`config.mk`:
```
export PLATFORM = sky130hd
export DESIGN_NAME = score_tally
export DESIGN_NICKNAME = d
export VERILOG_FILES = /design/src/rtl/rhythm_pkg.sv /design/src/rtl/bcd_counter4.sv /design/src/rtl/score_tally.sv
export SDC_FILE = /design/constraint.sdc
export NUM_CORES = 1
export LEC_CHECK = 0
export ABC_AREA = 1
export CAP_MARGIN = 20
export CORE_ASPECT_RATIO = 0.5
export CORE_MARGIN = 2
export CORE_UTILIZATION = 35
export CTS_BUF_LIST = sky130_fd_sc_hd__clkbuf_16
export DETAILED_ROUTE_END_ITERATION = 12
export GPL_ROUTABILITY_DRIVEN = 0
export PLACE_DENSITY = 0.64
export SLEW_MARGIN = 15
export SYNTH_ARGS = -nofsm -noshare
export SYNTH_HDL_FRONTEND = slang
export SYNTH_HIERARCHICAL = 1
export SYNTH_SLANG_ARGS = --single-unit
```
`constraint.sdc`:
```
create_clock -name frame_clk -period 8.6 [get_ports frame_clk]
set_input_delay 2.58 -clock frame_clk [delete_from_list [all_inputs] [get_ports frame_clk]]
set_output_delay 2.58 -clock frame_clk [all_outputs]
set_load 0.02 [all_outputs]
```
`src/rtl/rhythm_pkg.sv`:
```
// ============================================================================
//  rhythm_pkg
//  Shared round-state encoding, key codes and a BCD digit-increment helper.
//  Revision: 1.0
// ============================================================================
`default_nettype none

package rhythm_pkg;

    typedef enum logic [1:0] {
        IDLE = 2'd0,
        PLAY = 2'd1,
        DONE = 2'd2
    } state_t;

    localparam logic [7:0] KEY_START  = 8'h2C;
    localparam logic [7:0] KEY_STOP   = 8'h01;
    localparam logic [7:0] KEY_LANE_A = 8'h04;

    // Returns {carry_out, digit_out}; a digit of 9 (or an illegal code) rolls to 0.
    function automatic logic [4:0] bcd_digit_inc(input logic [3:0] digit, input logic cin);
        logic [4:0] res;
        if (!cin) begin
            res = {1'b0, digit};
        end else if (digit >= 4'd9) begin
            res = {1'b1, 4'd0};
        end else begin
            res = {1'b0, digit + 4'd1};
        end
        return res;
    endfunction

endpackage

`default_nettype wire

```
`src/rtl/bcd_counter4.sv`:
```
// ============================================================================
//  bcd_counter4
//  Four-digit BCD up-counter: synchronous clear, enable-increment, holds at 9999.
//  Revision: 1.0
// ============================================================================
`default_nettype none

module bcd_counter4
    import rhythm_pkg::*;
(
    input  logic        clk,
    input  logic        rst_n,
    input  logic        clr,
    input  logic        inc,
    output logic [15:0] count
);

    localparam logic [15:0] BCD_MAX = 16'h9999;

    logic [15:0] count_next;
    logic [4:0]  carry;
    logic [4:0]  digit_res;

    // Ripple the +1 from the units digit upward.
    always_comb begin
        count_next = count;
        carry      = 5'b00001;
        digit_res  = 5'd0;
        for (int d = 0; d < 4; d++) begin
            digit_res              = bcd_digit_inc(count[4*d +: 4], carry[d]);
            count_next[4*d +: 4]   = digit_res[3:0];
            carry[d+1]             = digit_res[4];
        end
    end

    always_ff @(posedge clk or negedge rst_n) begin
        if (!rst_n) begin
            count <= 16'h0000;
        end else if (clr) begin
            count <= 16'h0000;
        end else if (inc && (count != BCD_MAX)) begin
            count <= count_next;
        end
    end

endmodule

`default_nettype wire

```
`src/rtl/score_tally.sv`:
```
// ============================================================================
//  score_tally
//  Counts dropper hit edges into a saturating BCD score and runs the round FSM.
//  Revision: 1.0
// ============================================================================
`default_nettype none

module score_tally
    import rhythm_pkg::*;
#(
    parameter int NUM_LANES    = 40,
    parameter int GAME_FRAMES  = 3600,
    parameter int FLASH_FRAMES = 6,
    parameter int PEND_W       = 8
) (
    input  logic                 frame_clk,
    input  logic                 Reset_n,
    input  logic [7:0]           keycode,
    input  logic [7:0]           keycode_second,
    input  logic [NUM_LANES-1:0] score_in,
    output logic [15:0]          score_bcd,
    output logic                 playing,
    output logic                 game_over,
    output logic [11:0]          frames_left,
    output logic                 hit_flash
);

    localparam int HIT_W   = $clog2(NUM_LANES + 1);
    localparam int FLASH_W = $clog2(FLASH_FRAMES + 1);
    localparam int SUM_W   = ((PEND_W > HIT_W) ? PEND_W : HIT_W) + 1;

    localparam logic [PEND_W-1:0]  PEND_MAX   = {PEND_W{1'b1}};
    localparam logic [11:0]        FRAMES_INI = 12'(GAME_FRAMES);
    localparam logic [FLASH_W-1:0] FLASH_INI  = FLASH_W'(FLASH_FRAMES);

    state_t                 state;
    state_t                 state_next;
    logic [PEND_W-1:0]      pending;
    logic [PEND_W-1:0]      pending_next;
    logic [NUM_LANES-1:0]   prev_score;
    logic [11:0]            frame_cnt;
    logic [11:0]            frame_cnt_next;
    logic [FLASH_W-1:0]     flash_cnt;
    logic [FLASH_W-1:0]     flash_cnt_next;
    logic [HIT_W-1:0]       new_hits;
    logic [SUM_W-1:0]       pend_sum;
    logic                   start_key;
    logic                   stop_key;
    logic                   score_clr;
    logic                   score_inc;

    assign start_key = (keycode == KEY_START) || (keycode_second == KEY_START);
    assign stop_key  = (keycode == KEY_STOP)  || (keycode_second == KEY_STOP);

    // Rising edges of the level-held flags.
    always_comb begin
        new_hits = '0;
        for (int i = 0; i < NUM_LANES; i++) begin
            new_hits = new_hits + HIT_W'(score_in[i] & ~prev_score[i]);
        end
    end

    always_comb begin
        state_next     = state;
        pending_next   = pending;
        frame_cnt_next = frame_cnt;
        flash_cnt_next = (flash_cnt != '0) ? (flash_cnt - FLASH_W'(1)) : flash_cnt;
        pend_sum       = '0;
        score_clr      = 1'b0;
        score_inc      = 1'b0;

        unique case (state)
            IDLE: begin
                if (start_key) begin
                    state_next     = PLAY;
                    score_clr      = 1'b1;
                    pending_next   = '0;
                    flash_cnt_next = '0;
                    frame_cnt_next = FRAMES_INI;
                end
            end
            PLAY: begin
                // One pending hit drains into the score per frame.
                score_inc    = (pending != '0);
                pend_sum     = SUM_W'(pending) + SUM_W'(new_hits) - SUM_W'(score_inc);
                pending_next = (pend_sum > SUM_W'(PEND_MAX)) ? PEND_MAX : pend_sum[PEND_W-1:0];
                if (new_hits != '0) begin
                    flash_cnt_next = FLASH_INI;
                end
                frame_cnt_next = frame_cnt - 12'd1;
                if (stop_key) begin
                    state_next = IDLE;
                end else if (frame_cnt == 12'd1) begin
                    state_next = DONE;
                end
            end
            DONE: begin
                pending_next = '0;
                if (stop_key) begin
                    state_next = IDLE;
                end
            end
            default: begin
                state_next = IDLE;
            end
        endcase
    end

    always_ff @(posedge frame_clk or negedge Reset_n) begin
        if (!Reset_n) begin
            state      <= IDLE;
            pending    <= '0;
            prev_score <= '0;
            frame_cnt  <= '0;
            flash_cnt  <= '0;
        end else begin
            state      <= state_next;
            pending    <= pending_next;
            prev_score <= score_in;
            frame_cnt  <= frame_cnt_next;
            flash_cnt  <= flash_cnt_next;
        end
    end

    bcd_counter4 u_score (
        .clk   (frame_clk),
        .rst_n (Reset_n),
        .clr   (score_clr),
        .inc   (score_inc),
        .count (score_bcd)
    );

    assign playing     = (state == PLAY);
    assign game_over   = (state == DONE);
    assign frames_left = playing ? frame_cnt : 12'd0;
    assign hit_flash   = (flash_cnt != '0) && playing;

endmodule

`default_nettype wire

```
==> results_dict.tcl <==
set metrics [dict create \
    path_class "in2reg" \
    final.fill_count 1600 \
    tns_ns 0 \
    slowest_stage "fa_1" \
    layout.nets 999 \
    synth_nets 890 \
    hpwlAfterDp_mm 9.19 \
    synth_enable_flop_cells 0 \
    yosysWarnings 6 \
    layout_min_cycle_time_ns 8.39 \
    ant_nets 0 \
    dieArea_um2 17800 \
    synth_ff_type "dfrtp_1" \
    cts_hold_buf 0 \
    final_common_cell "nand2_1" \
    synthToLayoutAreaGrowth_pct 29.9 \
    skew_ns 0.00799 \
    end_kind "register" \
    fmax_ghz 0.119 \
    ios 89 \
    cts_buffers 9 \
    grt_max_degree 57 \
    multi_input_area_um2 3250 \
    antenna_found_initial 0 \
    initial_core_util_pct 35.7 \
    hold_violations 0 \
    die_x_um 186 \
    crit_buf_inv 6 \
    rsz0062_at_grt "yes" \
    critical_path.top_delay_family "adder cells" \
    post-route-period-util_pct 97.5 \
    cts.sinks 81 \
    clkSlewWorstSetupHoldPaths_ns 0.06 \
    yosysSeqAreaShare_pct 34.8 \
    track_usage_pct 14.0 \
    synthCells 754 \
    critPathArrivalTime_ns 8.62 \
    setup_viol_count_final 0 \
    syn_area_per_cell_um2 7.72 \
    synthArstFlopShare_pct 100 \
    grt_pass1_vias 4649 \
    status "finished, final reports clean" \
    wl_mm 11.8 \
    rows 33 \
    post_route_cells_drive_above_1_share_pct 12.6 \
    clockBufferDepth 2 \
    insertion_delay_ns 0.34 \
    cts_root_buffer "clkbuf_16" \
    required_ns 8.83 \
    drt-pass1-iter-count 4 \
    cpPeakStageDelay_ns 0.60 \
    synth-seq-cells 81 \
    grt.overflow.total 0 \
    start_kind "input pin" \
    final_cell_mix "nand2_1 (200), inv_1 (167), dfrtp_1 (81)" \
    io_buffers 88 \
    grt_pass1_wl_mm 20.4 \
    cap_violations 0 \
    ys_types 34 \
    tightest_slew_ns 0.715 \
    cts-htree-levels 3 \
    hp-class "reg2reg" \
    tritoncts "yes" \
    drt-wirelength-per-cell_um 10.8 \
    core_um2 16300 \
    antenna_cells 0 \
    via_per_inst 4.30 \
    final_max_slew_viol_count 0 \
    syn_area_um2 5820 \
    drt_iter0_drc 180 \
    slew_headroom_pct 52.4 \
    cp_common_cell "fa_1" \
    regArea_um2 2030 \
    num_vias 4707 \
    crit_fanout 8 \
    dieHeight_um 95.2 \
    drc_errors 0 \
]
flip-flops by register name, summed over array words and instances (netlist names):
register       count
state              2
frame_cnt         12
prev_score        40
pending            8
u_score/count     16
flash_cnt          3
synthesized netlist by cell type, types with 3 or more instances:
cell type,n,area share [%]
a21oi_1,7,0.60
dfrtp_1,81,35
fa_1,32,11
ha_1,46,9.9
inv_1,177,11
inv_2,3,0.19
nand2_1,218,14
nand2_2,4,0.43
nand2_4,6,1.2
nand3_1,46,4.0
nand3_2,4,0.69
nand4_1,9,0.97
nor2_1,67,4.3
nor3_1,5,0.43
o21ai_0,6,0.52
o21ai_1,6,0.52
xnor2_1,9,1.4
xor2_1,9,1.4
per-stage QoR:
stage / setup WS [ns] / cell area (um^2) / std cells / util [%] / hold slack [ns]
finish: 0.211 / 7570 / 1095 / 46.4 / 0.497
global route: -0.0205 / 7570 / 1095 / 46.4 / 0.518
CTS: 0.00441 / 7440 / 1095 / 45.6 / 0.504
detailed placement: -0.741 / 7060 / 1078 / 43.3 / 0.488
global placement: -0.604 / 7060 / 1078 / 43.3 / 0.468
floorplan: 0.0791 / 5820 / 754 / - / 0.449
final timing paths:
check,cells past startpoint,from,to,slack [ns]
worst max-delay path,30,score_in[9],pending[2],0.21
worst min-delay path,2,pending[1],pending[1],0.50
worst max register to register,28,prev_score[9],pending[2],2.23
worst min register to register,2,pending[1],pending[1],0.50
max in group asynchronous,2,Reset_n,prev_score[36],5.41
min in group asynchronous,1,Reset_n,frame_cnt[5],2.15
repair_timing:
item | CTS | global route
buffers inserted | 1 | 0
resized for setup | 14 | 61
setup endpoints to repair | 8 | 8
pin swaps | 22 | 45
final cells by class:
cell class,instances,share of cell area (%)
Clock inverter,7,0.959
Timing Repair Buffer,103,13.5
Sequential cell,81,26.8
Inverter,181,9.04
Multi-Input combinational cell,487,43.0
Clock buffer,9,2.98
Tap cell,227,3.75
cell families (layout without fill, tap and decap cells):
logic type / count (synthesis) / count (layout) / synth area share (%)
flops: 81 / 81 / 34.8
buf+inv: 186 / 300 / 12.3
simple gates: 369 / 369 / 27.3
compound gates: 22 / 22 / 2.02
fa+ha+maj: 78 / 78 / 20.9
xor+xnor: 18 / 18 / 2.71
layer usage:
| metal | wire [um] | track usage [%] | vias up |
|---|---|---|---|
| met5 | 0 | 0 | - |
| met1 | 5590 | 17.9 | 2184 |
| met2 | 5760 | 24.9 | 67 |
| li1 | - | - | 2449 |
| met3 | 373 | 2.76 | 7 |
| met4 | 99 | 3.33 | 0 |
worst min-delay path: stages (launching register included):
cell and delay (ns):
dfrtp_1 0.35, nand2_1 0.06, nand2_1 0.06
Power is not shown: default switching activity piles up to over one toggle a cycle in this logic, so the estimate is an artifact.
